## src/rtl/ysyx_25060173_pkg.sv

```systemverilog
// Shared RV32I decode constants: opcodes, one-hot ALU operation indices and
// the decoded-instruction record carried by the decode output slot.
package ysyx_25060173_pkg;

    localparam int ALU_OP_W = 26;

    // One-hot ALU operation bit positions
    localparam int ALU_ADDI  = 0;
    localparam int ALU_AUIPC = 1;
    localparam int ALU_ADD   = 2;
    localparam int ALU_SUB   = 3;
    localparam int ALU_AND   = 4;
    localparam int ALU_BNE   = 5;
    localparam int ALU_BGE   = 6;
    localparam int ALU_BGEU  = 7;
    localparam int ALU_BLT   = 8;
    localparam int ALU_BLTU  = 9;
    localparam int ALU_BEQ   = 10;
    localparam int ALU_SLTIU = 11;
    localparam int ALU_SLLI  = 12;
    localparam int ALU_SLTU  = 13;
    localparam int ALU_XOR   = 14;
    localparam int ALU_OR    = 15;
    localparam int ALU_SLT   = 16;
    localparam int ALU_SRA   = 17;
    localparam int ALU_SRL   = 18;
    localparam int ALU_SLL   = 19;
    localparam int ALU_ANDI  = 20;
    localparam int ALU_SRLI  = 21;
    localparam int ALU_SRAI  = 22;
    localparam int ALU_XORI  = 23;
    localparam int ALU_ORI   = 24;
    localparam int ALU_SLTI  = 25;

    // RV32I major opcodes
    localparam logic [6:0] OPC_OP       = 7'b0110011;
    localparam logic [6:0] OPC_OP_IMM   = 7'b0010011;
    localparam logic [6:0] OPC_LUI      = 7'b0110111;
    localparam logic [6:0] OPC_AUIPC    = 7'b0010111;
    localparam logic [6:0] OPC_JAL      = 7'b1101111;
    localparam logic [6:0] OPC_JALR     = 7'b1100111;
    localparam logic [6:0] OPC_BRANCH   = 7'b1100011;
    localparam logic [6:0] OPC_LOAD     = 7'b0000011;
    localparam logic [6:0] OPC_STORE    = 7'b0100011;
    localparam logic [6:0] OPC_MISC_MEM = 7'b0001111;
    localparam logic [6:0] OPC_SYSTEM   = 7'b1110011;

    localparam logic [6:0]  F7_BASE     = 7'h00;
    localparam logic [6:0]  F7_ALT      = 7'h20;
    localparam logic [31:0] EBREAK_INST = 32'h00100073;

    typedef enum logic {
        SLOT_EMPTY = 1'b0,
        SLOT_FULL  = 1'b1
    } slot_state_e;

    typedef struct packed {
        logic [31:0]         pc;
        logic [ALU_OP_W-1:0] alu_op;
        logic [31:0]         src1;
        logic [31:0]         src2;
        logic [31:0]         rs2_data;
        logic [31:0]         imm;
        logic [4:0]          rd;
        logic                rf_we;
        logic                mem_re;
        logic                mem_we;
        logic [2:0]          mem_f3;
        logic                br;
        logic                br_inv;
        logic                jal;
        logic                jalr;
        logic                ebreak;
        logic                illegal;
    } dec_t;

endpackage

```

## src/rtl/ysyx_25060173_imm_gen.sv

```systemverilog
// RV32I immediate extraction: chooses the I/S/B/U/J layout from the opcode
// and sign-extends from inst[31]. Formats without an immediate yield zero.
module ysyx_25060173_imm_gen
    import ysyx_25060173_pkg::*;
(
    input  logic [31:0] inst_i,
    output logic [31:0] imm_o
);

    // Immediate layout is a pure function of the opcode
    always_comb begin
        imm_o = '0;
        case (inst_i[6:0])
            OPC_OP_IMM, OPC_LOAD, OPC_JALR:
                imm_o = {{20{inst_i[31]}}, inst_i[31:20]};
            OPC_STORE:
                imm_o = {{20{inst_i[31]}}, inst_i[31:25], inst_i[11:7]};
            OPC_BRANCH:
                imm_o = {{19{inst_i[31]}}, inst_i[31], inst_i[7], inst_i[30:25],
                         inst_i[11:8], 1'b0};
            OPC_LUI, OPC_AUIPC:
                imm_o = {inst_i[31:12], 12'b0};
            OPC_JAL:
                imm_o = {{11{inst_i[31]}}, inst_i[31], inst_i[19:12], inst_i[20],
                         inst_i[30:21], 1'b0};
            default:
                imm_o = '0;
        endcase
    end

endmodule

```

## src/rtl/ysyx_25060173_idu.sv

```systemverilog
// RV32I decode stage. Decoding is purely combinational from the fetched word
// and register-file read data; the result lands in a single output slot that
// supports backpressure, same-cycle drain+refill, flush and reset.
module ysyx_25060173_idu
    import ysyx_25060173_pkg::*;
(
    input  logic                clk,
    input  logic                rst,
    input  logic                in_valid,
    output logic                in_ready,
    input  logic [31:0]         in_pc,
    input  logic [31:0]         in_inst,
    input  logic                flush,
    output logic [4:0]          rf_raddr1,
    output logic [4:0]          rf_raddr2,
    input  logic [31:0]         rf_rdata1,
    input  logic [31:0]         rf_rdata2,
    output logic                out_valid,
    input  logic                out_ready,
    output logic [31:0]         out_pc,
    output logic [ALU_OP_W-1:0] out_alu_op,
    output logic [31:0]         out_alu_src1,
    output logic [31:0]         out_alu_src2,
    output logic [31:0]         out_rs2_data,
    output logic [31:0]         out_imm,
    output logic [4:0]          out_rd,
    output logic                out_rf_we,
    output logic                out_mem_re,
    output logic                out_mem_we,
    output logic [2:0]          out_mem_f3,
    output logic                out_br,
    output logic                out_br_inv,
    output logic                out_jal,
    output logic                out_jalr,
    output logic                out_ebreak,
    output logic                out_illegal
);

    logic [6:0]  opcode;
    logic [2:0]  funct3;
    logic [6:0]  funct7;
    logic [4:0]  rd;
    logic [31:0] imm;
    logic        legal;
    logic        wb;
    logic        accept;
    dec_t        dec;
    dec_t        slot_d, slot_q;
    slot_state_e state_d, state_q;

    assign opcode    = in_inst[6:0];
    assign funct3    = in_inst[14:12];
    assign funct7    = in_inst[31:25];
    assign rd        = in_inst[11:7];
    assign rf_raddr1 = in_inst[19:15];
    assign rf_raddr2 = in_inst[24:20];

    ysyx_25060173_imm_gen u_imm_gen (
        .inst_i (in_inst),
        .imm_o  (imm)
    );

    // Decode the incoming word into the slot record; illegal encodings squash all side effects
    always_comb begin
        dec          = '0;
        legal        = 1'b1;
        wb           = 1'b0;
        dec.pc       = in_pc;
        dec.imm      = imm;
        dec.rd       = rd;
        dec.rs2_data = rf_rdata2;
        case (opcode)
            OPC_OP_IMM: begin
                dec.src1 = rf_rdata1;
                dec.src2 = imm;
                wb       = 1'b1;
                case (funct3)
                    3'd0: dec.alu_op[ALU_ADDI]  = 1'b1;
                    3'd1: begin
                        dec.alu_op[ALU_SLLI] = 1'b1;
                        legal = (funct7 == F7_BASE);
                    end
                    3'd2: dec.alu_op[ALU_SLTI]  = 1'b1;
                    3'd3: dec.alu_op[ALU_SLTIU] = 1'b1;
                    3'd4: dec.alu_op[ALU_XORI]  = 1'b1;
                    3'd5: begin
                        if (funct7 == F7_ALT) dec.alu_op[ALU_SRAI] = 1'b1;
                        else                  dec.alu_op[ALU_SRLI] = 1'b1;
                        legal = (funct7 == F7_BASE) || (funct7 == F7_ALT);
                    end
                    3'd6: dec.alu_op[ALU_ORI]   = 1'b1;
                    default: dec.alu_op[ALU_ANDI] = 1'b1;
                endcase
            end
            OPC_OP: begin
                dec.src1 = rf_rdata1;
                dec.src2 = rf_rdata2;
                wb       = 1'b1;
                // Only sub and sra use the alternate funct7 encoding
                legal = (funct7 == F7_BASE) ||
                        ((funct7 == F7_ALT) && ((funct3 == 3'd0) || (funct3 == 3'd5)));
                case (funct3)
                    3'd0: begin
                        if (funct7[5]) dec.alu_op[ALU_SUB] = 1'b1;
                        else           dec.alu_op[ALU_ADD] = 1'b1;
                    end
                    3'd1: dec.alu_op[ALU_SLL]  = 1'b1;
                    3'd2: dec.alu_op[ALU_SLT]  = 1'b1;
                    3'd3: dec.alu_op[ALU_SLTU] = 1'b1;
                    3'd4: dec.alu_op[ALU_XOR]  = 1'b1;
                    3'd5: begin
                        if (funct7[5]) dec.alu_op[ALU_SRA] = 1'b1;
                        else           dec.alu_op[ALU_SRL] = 1'b1;
                    end
                    3'd6: dec.alu_op[ALU_OR]   = 1'b1;
                    default: dec.alu_op[ALU_AND] = 1'b1;
                endcase
            end
            OPC_LUI: begin
                dec.alu_op[ALU_ADDI] = 1'b1;
                dec.src2 = imm;
                wb       = 1'b1;
            end
            OPC_AUIPC: begin
                dec.alu_op[ALU_AUIPC] = 1'b1;
                dec.src1 = in_pc;
                dec.src2 = imm;
                wb       = 1'b1;
            end
            OPC_JAL, OPC_JALR: begin
                // ALU produces the link value pc+4; the target uses out_imm
                dec.alu_op[ALU_ADD] = 1'b1;
                dec.src1 = in_pc;
                dec.src2 = 32'd4;
                dec.jal  = (opcode == OPC_JAL);
                dec.jalr = (opcode == OPC_JALR);
                wb       = 1'b1;
            end
            OPC_LOAD: begin
                dec.alu_op[ALU_ADDI] = 1'b1;
                dec.src1   = rf_rdata1;
                dec.src2   = imm;
                dec.mem_re = 1'b1;
                dec.mem_f3 = funct3;
                wb         = 1'b1;
                legal = (funct3 != 3'd3) && (funct3 != 3'd6) && (funct3 != 3'd7);
            end
            OPC_STORE: begin
                dec.alu_op[ALU_ADDI] = 1'b1;
                dec.src1   = rf_rdata1;
                dec.src2   = imm;
                dec.mem_we = 1'b1;
                dec.mem_f3 = funct3;
                legal = (funct3 <= 3'd2);
            end
            OPC_BRANCH: begin
                dec.src1 = rf_rdata1;
                dec.src2 = rf_rdata2;
                dec.br   = 1'b1;
                case (funct3)
                    3'd0: dec.alu_op[ALU_BEQ]  = 1'b1;
                    3'd1: begin dec.alu_op[ALU_BNE]  = 1'b1; dec.br_inv = 1'b1; end
                    3'd4: dec.alu_op[ALU_BLT]  = 1'b1;
                    3'd5: begin dec.alu_op[ALU_BGE]  = 1'b1; dec.br_inv = 1'b1; end
                    3'd6: dec.alu_op[ALU_BLTU] = 1'b1;
                    3'd7: begin dec.alu_op[ALU_BGEU] = 1'b1; dec.br_inv = 1'b1; end
                    default: legal = 1'b0;
                endcase
            end
            OPC_MISC_MEM: begin
                dec.alu_op[ALU_ADDI] = 1'b1;
            end
            OPC_SYSTEM: begin
                if (in_inst == EBREAK_INST) dec.ebreak = 1'b1;
                else                        legal = 1'b0;
            end
            default: legal = 1'b0;
        endcase
        if (!legal) begin
            dec.illegal = 1'b1;
            dec.alu_op  = '0;
            dec.mem_re  = 1'b0;
            dec.mem_we  = 1'b0;
            dec.br      = 1'b0;
            dec.br_inv  = 1'b0;
            dec.jal     = 1'b0;
            dec.jalr    = 1'b0;
            wb          = 1'b0;
        end
        dec.rf_we = wb && (rd != 5'd0);
    end

    assign in_ready = (state_q == SLOT_EMPTY) | out_ready;
    assign accept   = in_valid & in_ready & ~flush;

    // Slot next state: flush beats accept, accept beats drain
    always_comb begin
        state_d = state_q;
        slot_d  = slot_q;
        if (flush) begin
            state_d = SLOT_EMPTY;
        end else if (accept) begin
            state_d = SLOT_FULL;
            slot_d  = dec;
        end else if (out_ready) begin
            state_d = SLOT_EMPTY;
        end
    end

    // Output slot register; reset clears payload too so outputs read zero
    always_ff @(posedge clk) begin
        if (rst) begin
            state_q <= SLOT_EMPTY;
            slot_q  <= '0;
        end else begin
            state_q <= state_d;
            slot_q  <= slot_d;
        end
    end

    assign out_valid    = (state_q == SLOT_FULL);
    assign out_pc       = slot_q.pc;
    assign out_alu_op   = slot_q.alu_op;
    assign out_alu_src1 = slot_q.src1;
    assign out_alu_src2 = slot_q.src2;
    assign out_rs2_data = slot_q.rs2_data;
    assign out_imm      = slot_q.imm;
    assign out_rd       = slot_q.rd;
    assign out_rf_we    = slot_q.rf_we;
    assign out_mem_re   = slot_q.mem_re;
    assign out_mem_we   = slot_q.mem_we;
    assign out_mem_f3   = slot_q.mem_f3;
    assign out_br       = slot_q.br;
    assign out_br_inv   = slot_q.br_inv;
    assign out_jal      = slot_q.jal;
    assign out_jalr     = slot_q.jalr;
    assign out_ebreak   = slot_q.ebreak;
    assign out_illegal  = slot_q.illegal;

endmodule
```

## config.mk

```make
export PLATFORM = sky130hd
export DESIGN_NAME = ysyx_25060173_idu
export DESIGN_NICKNAME = d
export VERILOG_FILES = /design/src/rtl/ysyx_25060173_pkg.sv /design/src/rtl/ysyx_25060173_imm_gen.sv /design/src/rtl/ysyx_25060173_idu.sv
export SDC_FILE = /design/constraint.sdc
export NUM_CORES = 1
export LEC_CHECK = 0
export CAP_MARGIN = 20
export CORE_UTILIZATION = 39
export DETAILED_ROUTE_END_ITERATION = 8
export GPL_TIMING_DRIVEN = 0
export PLACE_DENSITY = 0.76
export SETUP_SLACK_MARGIN = 0.15
export SLEW_MARGIN = 10
export SYNTH_ARGS = -nofsm -noshare
export SYNTH_HDL_FRONTEND = slang
export SYNTH_HIERARCHICAL = 1
export SYNTH_SLANG_ARGS = --single-unit
```

## constraint.sdc

```tcl
create_clock -name clk -period 1.73 [get_ports clk]
set_input_delay 0.2595 -clock clk [delete_from_list [all_inputs] [get_ports clk]]
set_output_delay 0.2595 -clock clk [all_outputs]
set_load 0.05 [all_outputs]
```

==> Word level (Yosys, flattened, before mapping) <==
Cells that the tools add are included.
{ "totals": {"ff_bits": 204, "inputBits": 133, "output_inout_bits": 215, "word_cells": 120} }
{ "op_classes": {"magnitude_cmp": 1, "eq_ne": 23, "muxes": 46, "bitwise": 5, "n_reduce_logical": 27} }
{ "op_table": {"columns": ["operator", "count"], "rows": [
  ["32-bit one-hot mux with 5 select lines", 1],
  ["32-bit one-hot mux with 3 select lines", 1],
  ["32-bit one-hot mux with 2 select lines", 1],
  ["32-bit by 21-bit == test with 1-bit output (second input constant)", 1],
  ["7-bit by 6-bit == test with 1-bit output (second input constant)", 4],
  ["7-bit == test (second input constant)", 4],
  ["26-bit 2-to-1 mux", 1],
  ["1-bit 2-to-1 mux", 25],
  ["2-bit 2-to-1 mux", 8],
  ["5-bit OR reduction", 3],
  ["7-bit by 5-bit == test with 1-bit output (second input constant)", 2],
  ["7-bit OR reduction", 2],
  ["3-bit == test (second input constant)", 4],
  ["6-bit 2-to-1 mux", 2],
  ["2-bit OR reduction", 5],
  ["3-bit OR reduction", 3],
  ["7-bit by 2-bit == test with 1-bit output (second input constant)", 1],
  ["7-bit by 4-bit == test with 1-bit output (second input constant)", 1],
  ["7-bit logical NOT", 1],
  ["7-bit 2-to-1 mux", 1],
  ["1-bit one-hot mux with 7 select lines", 1],
  ["3-bit by 2-bit == test with 1-bit output (second input constant)", 2],
  ["3-bit inequality test (second input constant)", 2],
  ["1-bit one-hot mux with 2 select lines", 3],
  ["other kinds (16)", 23]
]} }

==> Depth between registers and ports, before layout <==
Gate-level depths: netlist of the first run.
{ "depth": {"depth_word": 7, "depth_mapped": 8, "depth_no_buf": 6} }

==> Cells and area by module <==
The synthesis of the first run kept the hierarchy.
{ "by_module_without_submodules": {"columns": ["mod", "instances", "cells_per_inst", "area_per_inst_um2", "seq_area_each_um2"], "rows": [
  ["ysyx_25060173_idu", 1, 983, 8056.5, 4083.9],
  ["ysyx_25060173_imm_gen", 1, 79, 546.8, 0.0]
]} }

==> Worst setup path before layout of the first run <==
OpenSTA, ideal clock, no wires.
{ "synth_path": {"path_kind": "reg-to-reg", "from": "register state_q, in the netlist out_valid", "to": "register slot_q, in the netlist out_illegal", "setup_ns": 0.115, "arrival_time_ns": 2.100, "required_ns": 1.615, "setup_slack_ns": -0.485, "path_stages_with_launch": 8, "path_buffers": 2, "synth_period_minus_slack_ns": 2.215, "cell_sequence": "dfxtp_1 nor2b_1 inv_1 nand3b_1 clkbuf_1 clkbuf_1 nor2_1 a21o_2"} }
{ "synth_via": {"elab_chain_len": 5} }
{ "synth_lines": {"columns": ["element", "line", "text"], "rows": [
  ["start: declaration", "ysyx_25060173_idu.sv:49", "slot_state_e state_d, state_q;"],
  ["start signal: assignment", "ysyx_25060173_idu.sv:216", "state_q <= state_d;"],
  ["1-bit inverter", "ysyx_25060173_idu.sv:193", "assign in_ready = (state_q == SLOT_EMPTY) | out_ready;"],
  ["1-bit OR", "ysyx_25060173_idu.sv:193", null],
  ["named net in_ready", "ysyx_25060173_idu.sv:10", "output logic in_ready,"],
  ["1-bit AND (2 in a row)", "ysyx_25060173_idu.sv:194", "assign accept = in_valid & in_ready & ~flush;"],
  ["2-bit AND reduction (no source line)", null, null],
  ["end signal: assignment", "ysyx_25060173_idu.sv:217", "slot_q <= slot_d;"],
  ["end: declaration", "ysyx_25060173_idu.sv:48", "dec_t slot_d, slot_q;"]
]} }
The timed path passes the listed nets, and every way through them passes these cells.
A chain may end at the register's enable or synchronous reset.

==> Worst setup path in the final report of the first run <==
{ "layout_path": {"from": "register slot_q, in the netlist out_imm[28]", "to": "output out_imm[28]"} }
{ "layout_lines": {"columns": ["element", "line", "text"], "rows": [
  ["end: declaration", "ysyx_25060173_idu.sv:25", "output logic [31:0] out_imm,"]
]} }
No word-level cell between the ends.

==> flow_summary.toml, run 1 <==
[sta]
timing.final.crit_share_pct = 89.57
fmax_ghz = 0.6453
drv_slew = 0
whs_ns = 0.09388
setup_viol = 0
clock-skew-final_ns = 0.01664
tightest_slew_ns = 0.7841
final.min_clock_period_ns = 1.550
rsz0062_at_grt = "yes"
slew_headroom_pct = 47.73
finalHoldViolations = 0

[setup_path]
crit_family = "buffers and inverters"
reg2reg_slack_ns = 0.19
cp.arrival_ns = 1.29
regToRegStartpoint = "out_valid$_SDFFE_PP0P_"
reg2reg_to = "out_alu_src1[17]$_SDFFE_PP0P_"
cp_max_fo = 2
slowest_stage = "clkdlybuf4s15_2"
ff2ff_path_depth = 8
worst_setup_path_start_kind = "flip-flop"
end_kind = "output port"
critical_path_class = "reg2out"
worst-path-buf-inv = 1
startpoint = "out_imm[28]$_SDFFE_PP0P_"
crit_chain = "clkdlybuf4s15_2"
slowest_delay_ns = 0.41
cp.required_ns = 1.47

[final_layout]
syn2layout_area_growth_pct = 67.36
instances_no_fill = 1742
drive_gt1_share_pct = 32.70
design_area_um2 = 14400
final_nets = 1582

[die]
io_pins = 348
dieArea_um2 = 22660
num_rows = 53
die_w_um = 150.5
die_h_um = 150.5
core_region_area_um2 = 21350
start_util_pct = 40.29

[clock_network]
holdBufCountCts = 0
clk_pin_slew_ns = 0.06
clockBufferDepth = 3
cts_buffers = 23
h-tree-depth = 1
clk_latency_ns = 0.52
cts_tree = "done"
clkSinkCount = 204
clockRootBuffer = "clkbuf_16"

[placed_design]
dp_hpwl_um = 25990
gp_congestion = 0.8942
io_buffers = 346
post_dp_cell_area_um2 = 12490
placedCellCount = 1683

[global_routing]
grt_use_total_pct = 30.07
grt_pass1_wl_um = 52140
grt_overflow = 0
grt_pass1_vias = 9286
grt_max_degree = 15
antenna_found_initial = 1

[synth]
yosysMostFrequentCell = "nand2_1"
yosysTopAreaCell = "dfxtp_1"
synthDistinctLibCells = 61
ys_seq_elements = 204
synth-edff-count = 0
synth.avg_cell_area_um2 = 8.101
yosys-top-cells-area = "dfxtp_1 47%, nand2_1 10%, a21oi_1 7.0%, a221oi_1 6.5%, nor3_1 4.3%"
synth_seq_area_share_pct = 47.47
synth_flop_cell = "dfxtp_1"
syn-num-nets = 1195
synth_area_um2 = 8603
synth_top_cell_area_share_pct = 47.47
synthArstFlopShare_pct = 0
netlist_instances = 1062
synth.top_cells.by_count = "237 x nand2_1, 204 x dfxtp_1, 121 x a21oi_1, 94 x nor2_1, 75 x clkbuf_1"
yosysWarnings = 6

[status]
outcome = "finished, final reports clean"

[pwr]
leakage_nw = 5.389
total_power_mw = 12.63
peakVddDrop_v = 0.0005661
p_per_area_nw_per_um2 = 877.0

[job]
drv_cap = 0

[routing]
wl_um = 35890
drcViolationCount = 0
drtIter0Drc = 471
antenna_left = 0
via_per_inst = 5.528
drt_pass1_iterations = 5
via_count = 9630
wl_per_cell_um = 20.60

[worst_hold_path]
whs_endpoint = "out_rd[1]$_SDFFE_PP0P_"
hold_path_depth = 3
hp-class = "in2reg"
hp-start = "in_inst[8]"
## cell usage in the layout, fill, tap and decap left out, drive strengths merged, types with 4 or more instances in the layout
master / instances
nand2b: 4
bufinv: 4
nor3: 74
nor2: 94
nand3b: 6
nand4: 8
buf: 78
clkbuf: 100
nor2b: 6
and3: 5
clkdlybuf4s50: 101
a221oi: 64
nand2: 238
o21ai: 24
a21o: 9
clkinv: 7
clkdlybuf4s15: 200
nor4: 4
dlygate4sd2: 13
nand3: 31
a21oi: 122
a22o: 12
dfxtp: 204
nor3b: 6
## power by group
group,total (mW),switching [mW],internal [mW]
Clock,5.25,2.04,3.21
Combinational,2.42,1.53,0.885
Sequential,4.96,0.0928,4.87
## layer usage
| layer | vias up | wire length, µm | global-route usage (%) | part of all wire [%] |
|---|---|---|---|---|
| met4 | 0 | 1032 | 9.848 | 2.9 |
| li1 | 4511 | - | - | - |
| met3 | 71 | 3383 | 9.061 | 9.4 |
| met5 | - | 0 | 0 | 0 |
| met1 | 4633 | 13570 | 33.98 | 38 |
| met2 | 415 | 17900 | 53.53 | 50 |
## how the worst max path moves through the flow
stage                     cells after the start                            end  slack (ns)
after floorplan                               8       out_illegal$_SDFFE_PP0P_       -0.07
after global placement                        8  out_alu_src1[24]$_SDFFE_PP0P_       -1.15
after detailed placement                      8  out_alu_src1[13]$_SDFFE_PP0P_       -1.16
after CTS                                     1                 out_alu_op[12]        0.10
after global routing                          8  out_alu_src2[27]$_SDFFE_PP0P_         0.1
final                                         1                    out_imm[28]        0.18
## repair_timing
action | CTS | global route
setup endpoints to repair | 418 | 211
setup buffers | 9 | 8
cloned | 1 | 2
endpoints found under the hold margin | 0 | 0
resized for setup | 792 | 161
pin swaps | 12 | 14
## cell families after synthesis
logic type	Yosys count	synth area share, %
compound gates	250	19.58
xor+xnor	2	0.2036
buf+inv	109	6.283
flops	204	47.47
mux	1	0.1164
simple gates	496	26.35
## final cells by class
class | instances | area, µm²
Sequential cell | 204 | 4088
Fill cell | 1747 | 6954
Timing Repair Buffer | 365 | 3744
Clock buffer | 27 | 630.6
Clock inverter | 14 | 185.2
Antenna cell | 2 | 5.005
Multi-Input combinational cell | 749 | 4506
Buffer | 103 | 883.3
Tap cell | 275 | 344.1
Inverter | 3 | 13.76
## per-stage QoR
stage,setup WS (ns),utilization [%],setup TNS (ns)
3_5_place_dp,-1.158,58.48,-149.67
2_1_floorplan,-0.06773,-,-0.1177
5_1_grt,0.09932,67.42,0
4_1_cts,0.1048,65.62,0
3_3_place_gp,-1.150,58.48,-146.81
6_report,0.1804,67.43,0
## registers in the layout, indices dropped and copies added, names as in the netlist, 3 cells and up
signal / count
out_alu_src1: 32
out_pc: 32
out_imm: 32
out_alu_op: 26
out_rs2_data: 32
out_mem_f3: 3
out_alu_src2: 32
out_rd: 5
No activity file was read; power rests on OpenSTA's default activity.
==> inputs of run 2 (changes only) <==
--- a/config.mk
+++ b/config.mk
@@ -6,9 +6,11 @@
 export NUM_CORES = 1
 export LEC_CHECK = 0
 export CAP_MARGIN = 20
+export CORE_ASPECT_RATIO = 0.5
 export CORE_UTILIZATION = 39
 export DETAILED_ROUTE_END_ITERATION = 8
 export GPL_TIMING_DRIVEN = 0
+export HOLD_SLACK_MARGIN = 0.02
 export PLACE_DENSITY = 0.76
 export SETUP_SLACK_MARGIN = 0.15
 export SLEW_MARGIN = 10
==> flow_summary.toml, run 2 (synthesis gave the netlist of run 1 again) <==
[final_layout]
fill_cells = 1653
final_nets = 1577
multiInputGateArea_um2 = 4456
final_common_cell = "nand2_1"
design_area_um2 = 14160
seq_area_um2 = 4088
drive_gt1_share_pct = 31.46
syn2layout_area_growth_pct = 64.62
post-route-util_pct = 67.23
mostFrequentLayoutCells = "237 x nand2_1, 209 x clkdlybuf4s15_2, 203 x dfxtp_1"
instances_no_fill = 1749

[placed_design]
gp_congestion = 0.9019
dp_hpwl_um = 25660
post-place-ws_ns = -1.198
post_dp_cell_area_um2 = 12510
io_buffers = 346
placedCellCount = 1700

[clock_network]
cts_tree = "done"
clockRootBuffer = "clkbuf_16"
clockBufferDepth = 3
cts_buffers = 19
holdBufCountCts = 0
h-tree-depth = 1
clkSinkCount = 204
clk_latency_ns = 0.51
clk_pin_slew_ns = 0.07

[sta]
timing.final.crit_share_pct = 93.12
rsz0062_at_grt = "yes"
setup_slack_ns = 0.1190
final.min_clock_period_ns = 1.611
drv_slew = 0
finalSetupTns_ns = 0
finalHoldViolations = 0
whs_ns = 0.08345
tightest_slew_ns = 0.8183
setup_viol = 0
slew_headroom_pct = 45.44
fmax_ghz = 0.6208
clock-skew-final_ns = 0.01038

[setup_path]
cp.required_ns = 2.13
slowest_delay_ns = 0.44
crit_chain = "clkbuf_2, nor4_4, nand3_2, a2111oi_4, nor2_1, and4_4, buf_6, a21o_2"
worst_setup_path_start_kind = "input port"
end_kind = "flip-flop"
critical_path_class = "in2reg"
slowest_stage = "nor4_4"
cp.arrival_ns = 2.01
cp_max_fo = 10

[global_routing]
grt_overflow = 0
grt_use_total_pct = 29.22
grt_pass1_vias = 9276
antenna_found_initial = 1
grt_max_degree = 16
grt_pass1_wl_um = 51640

[routing]
wl_um = 35330
drtIter0Drc = 595
drt_pass1_iterations = 5
antenna_left = 0
via_per_inst = 5.545
wl_per_cell_um = 20.20
drcViolationCount = 0
via_count = 9698

[status]
outcome = "finished, final reports clean"

[pwr]
power_frac_clock_pct = 36.2
total_power_mw = 11.55
swShare_pct = 30.22
leakage_nw = 5.281
p_seq_share_pct = 42.9
switchingPower_mw = 3.491
p_per_area_nw_per_um2 = 815.8
internal-power_mw = 8.063
pwr-share-comb_pct = 20.8
peakVddDrop_v = 0.0005327

[die]
io_pins = 348
start_util_pct = 40.84
dieArea_um2 = 22690
die_w_um = 212.0
die_h_um = 107.0
core_region_area_um2 = 21060
num_rows = 37

[worst_hold_path]
hp-class = "in2reg"

[job]
drv_cap = 0
[run 2: critical path, delay by kind of cell]
kind / cells / cell delay [ns]
AO/OA/AOI/OAI: 2 / 0.57
buffers and inverters: 2 / 0.26
AND/OR/NAND/NOR: 4 / 0.90
[run 2: repair_timing]
item	in CTS	in global routing
buffers inserted	8	7
pin swaps	15	15
gates resized for setup	784	174
cloned	1	1
endpoints found under the setup margin	418	184
[run 2: layer usage]
| metal | up-vias | part of all wire (%) | wire length [µm] | global-route usage [%] |
|---|---|---|---|---|
| met1 | 4663 | 40 | 14300 | 36.15 |
| met2 | 447 | 48 | 17010 | 49.41 |
| met5 | - | 0 | 0 | 0 |
| met4 | 0 | 3.6 | 1276 | 10.77 |
| li1 | 4493 | - | - | - |
| met3 | 95 | 7.8 | 2746 | 7.001 |
[run 2: cell type report]
cell class,count,area share (%)
multi-input combinational,749,31.46
sequential,204,28.86
timing repair buffer,363,26.72
buffer,104,6.105
clock buffer,28,3.808
tap,292,2.580
clock inverter,5,0.3534
inverter,3,0.09718
antenna,1,0.01767
[run 2: final timing paths]
check | to | slack [ns] | cells after the start | startpoint
setup / recovery | out_illegal$_SDFFE_PP0P_ | 0.12 | 8 | in_inst[27]
hold / removal | out_rd[0]$_SDFFE_PP0P_ | 0.08 | 3 | in_inst[7]
setup reg to reg | out_mem_we$_SDFFE_PP0P_ | 0.16 | 9 | out_valid$_SDFFE_PP0P_
hold reg to reg | out_pc[14]$_SDFFE_PP0P_ | 0.45 | 2 | out_pc[14]$_SDFFE_PP0P_
[run 2: power groups by stage]
stage	Sequential [mW]	Clock (mW)	Combinational, mW
after floorplan	5.65	0	0.689
after global placement	5.06	0	2.23
after detailed placement	5.06	0	2.26
after CTS	4.96	4.22	2.27
after global routing	4.97	4.46	2.52
final	4.96	4.19	2.41
==> inputs of run 3 (changes only) <==
--- a/config.mk
+++ b/config.mk
@@ -9,7 +9,7 @@
 export CORE_ASPECT_RATIO = 0.5
 export CORE_UTILIZATION = 39
 export DETAILED_ROUTE_END_ITERATION = 8
-export GPL_TIMING_DRIVEN = 0
+export GPL_TIMING_DRIVEN = 1
 export HOLD_SLACK_MARGIN = 0.02
 export PLACE_DENSITY = 0.76
 export SETUP_SLACK_MARGIN = 0.15
==> flow_summary.toml, run 3 (synthesis gave the netlist of run 1 again) <==
[pwr]
p_seq_share_pct = 42.3
peakVddDrop_v = 0.0006033
internal-power_mw = 8.290
power_frac_clock_pct = 37.0
swShare_pct = 29.24
total_power_mw = 11.72
switchingPower_mw = 3.425
pwr-share-comb_pct = 20.7
p_per_area_nw_per_um2 = 842.9
leakage_nw = 5.782

[final_layout]
design_area_um2 = 13900
mostFrequentLayoutCells = "304 x buf_4, 236 x nand2_1, 203 x dfxtp_1"
syn2layout_area_growth_pct = 61.55
final_nets = 1616
fill_cells = 1726
drive_gt1_share_pct = 31.12
final_common_cell = "buf_4"

[clock_network]
cts_tree = "done"
clk_latency_ns = 0.51
cts_buffers = 20
clk_pin_slew_ns = 0.06
holdBufCountCts = 0
h-tree-depth = 1
clockBufferDepth = 3
clkSinkCount = 204
clockRootBuffer = "clkbuf_16"

[routing]
drcViolationCount = 0
wl_per_cell_um = 17.84
drtIter0Drc = 654
drt_pass1_iterations = 5
antenna_left = 0
via_count = 9648
wl_um = 31900
via_per_inst = 5.396

[setup_path]
crit_chain = "nor2b_4, inv_4, buf_6, buf_12"
worst_setup_path_start_kind = "flip-flop"
cp.arrival_ns = 1.32
end_kind = "output port"
cp_max_fo = 3
regToRegStartpoint = "out_valid$_SDFFE_PP0P_"
cp.required_ns = 1.47
ff2ff_path_depth = 8
reg2reg_to = "out_rs2_data[29]$_SDFFE_PP0P_"
reg2reg_slack_ns = 0.19
slowest_stage = "dfxtp_4"
critical_path_class = "reg2out"
slowest_delay_ns = 0.34

[global_routing]
grt_use_total_pct = 27.06
grt_pass1_vias = 9069
met1_usage_pct = 32.60
top_usage_layer = "met2"
grt_use_met2_pct = 46.96
grt_max_degree = 77
grt_overflow = 0
antenna_found_initial = 2
grt_util_met3_pct = 6.122
grt_pass1_wl_um = 48770

[placed_design]
io_buffers = 347
dp_hpwl_um = 23230
post_dp_cell_area_um2 = 13000
gp_congestion = 0.9108

[sta]
finalSetupTns_ns = 0
setup_viol = 0
final.min_clock_period_ns = 1.581
finalHoldViolations = 0
clock-skew-final_ns = 0.007612
tightest_slew_ns = 0.5421
timing.final.crit_share_pct = 91.36
drv_slew = 0
slew_headroom_pct = 63.86
rsz0062_at_grt = "yes"
fmax_ghz = 0.6327

[worst_hold_path]
hold_path_depth = 4
whs_endpoint = "out_alu_op[19]$_SDFFE_PP0P_"
hp-start = "rst"
hp-class = "in2reg"

[die]
die_h_um = 107.0
start_util_pct = 40.84
core_region_area_um2 = 21060
num_rows = 37
die_w_um = 212.0
io_pins = 348
dieArea_um2 = 22690

[job]
drv_cap = 0

[status]
outcome = "finished, final reports clean"
## run 3: cell count changes in the layout (fill, tap and decap cells not counted), sizes merged, moves of 3 or more
| cell | previous run | this run |
|---|---|---|
| dlygate4sd2 | 9 | 12 |
| clkbuf | 92 | 31 |
| buf | 78 | 346 |
| clkdlybuf4s50 | 101 | 107 |
| clkdlybuf4s15 | 211 | 29 |
## run 3: worst max-delay path by stage
stage,startpoint,cells after the start,to,slack [ns]
floorplan,in_inst[3],8,out_illegal$_SDFFE_PP0P_,-0.07
global placement,in_inst[25],7,out_illegal$_SDFFE_PP0P_,-0.65
detailed placement,in_inst[25],7,out_illegal$_SDFFE_PP0P_,-0.69
CTS,out_alu_src1[27]$_SDFFE_PP0P_,1,out_alu_src1[27],0.1
global route,out_valid$_SDFFE_PP0P_,4,in_ready,0.1
finish,out_valid$_SDFFE_PP0P_,4,in_ready,0.15
## run 3: per-layer routing
| layer | routed length (µm) | part of all wire, % |
|---|---|---|
| met5 | 0 | 0 |
| met4 | 1172 | 3.7 |
| met3 | 2562 | 8.0 |
| met1 | 12570 | 39 |
| met2 | 15590 | 49 |
## run 3: stage by stage
stage / worst slack (ns) / util (%) / cells / hold slack (ns)
2_1_floorplan: -0.06773 / - / 1062 / 0.3289
3_3_place_gp: -0.6538 / 61.73 / 1744 / 0.4419
3_5_place_dp: -0.6853 / 61.73 / 1744 / 0.4458
4_1_cts: 0.09976 / 65.45 / 1783 / 0.1400
5_1_grt: 0.09647 / 65.98 / 1788 / 0.1589
6_report: 0.1494 / 65.98 / 1788 / 0.1519
## run 3: worst max-delay path, delay by kind of cell, from the launching register on
kind	cells	cell delay (ns)
flip-flops	1	0.34
AND/OR/NAND/NOR	1	0.18
buffers and inverters	3	0.29
## run 3: repair_timing
action | CTS | global route
gates cloned | 1 | 0
setup endpoints to repair | 129 | 68
setup buffers | 5 | 3
pin swaps | 15 | 14
resized for setup | 121 | 35
## run 3: layout make-up
type | count | area, µm² | area share (%)
antenna | 2 | 5.005 | 0.03601
multi-input combinational | 750 | 4150 | 29.86
clock inverter | 7 | 63.81 | 0.4591
sequential | 204 | 4088 | 29.41
tap | 292 | 365.4 | 2.629
inverter | 3 | 13.76 | 0.09903
timing repair buffer | 504 | 4648 | 33.44
clock buffer | 26 | 564.3 | 4.060
## run 3: power groups by stage
stage                     registers [mW]  logic [mW]  clock network [mW]
after detailed placement            5.06        2.38                   0
final                               4.96        2.42                4.33
after global routing                4.98        2.55                4.60
after floorplan                     5.65       0.689                   0
after global placement              5.06        2.35                   0
after CTS                           4.96        2.39                4.40
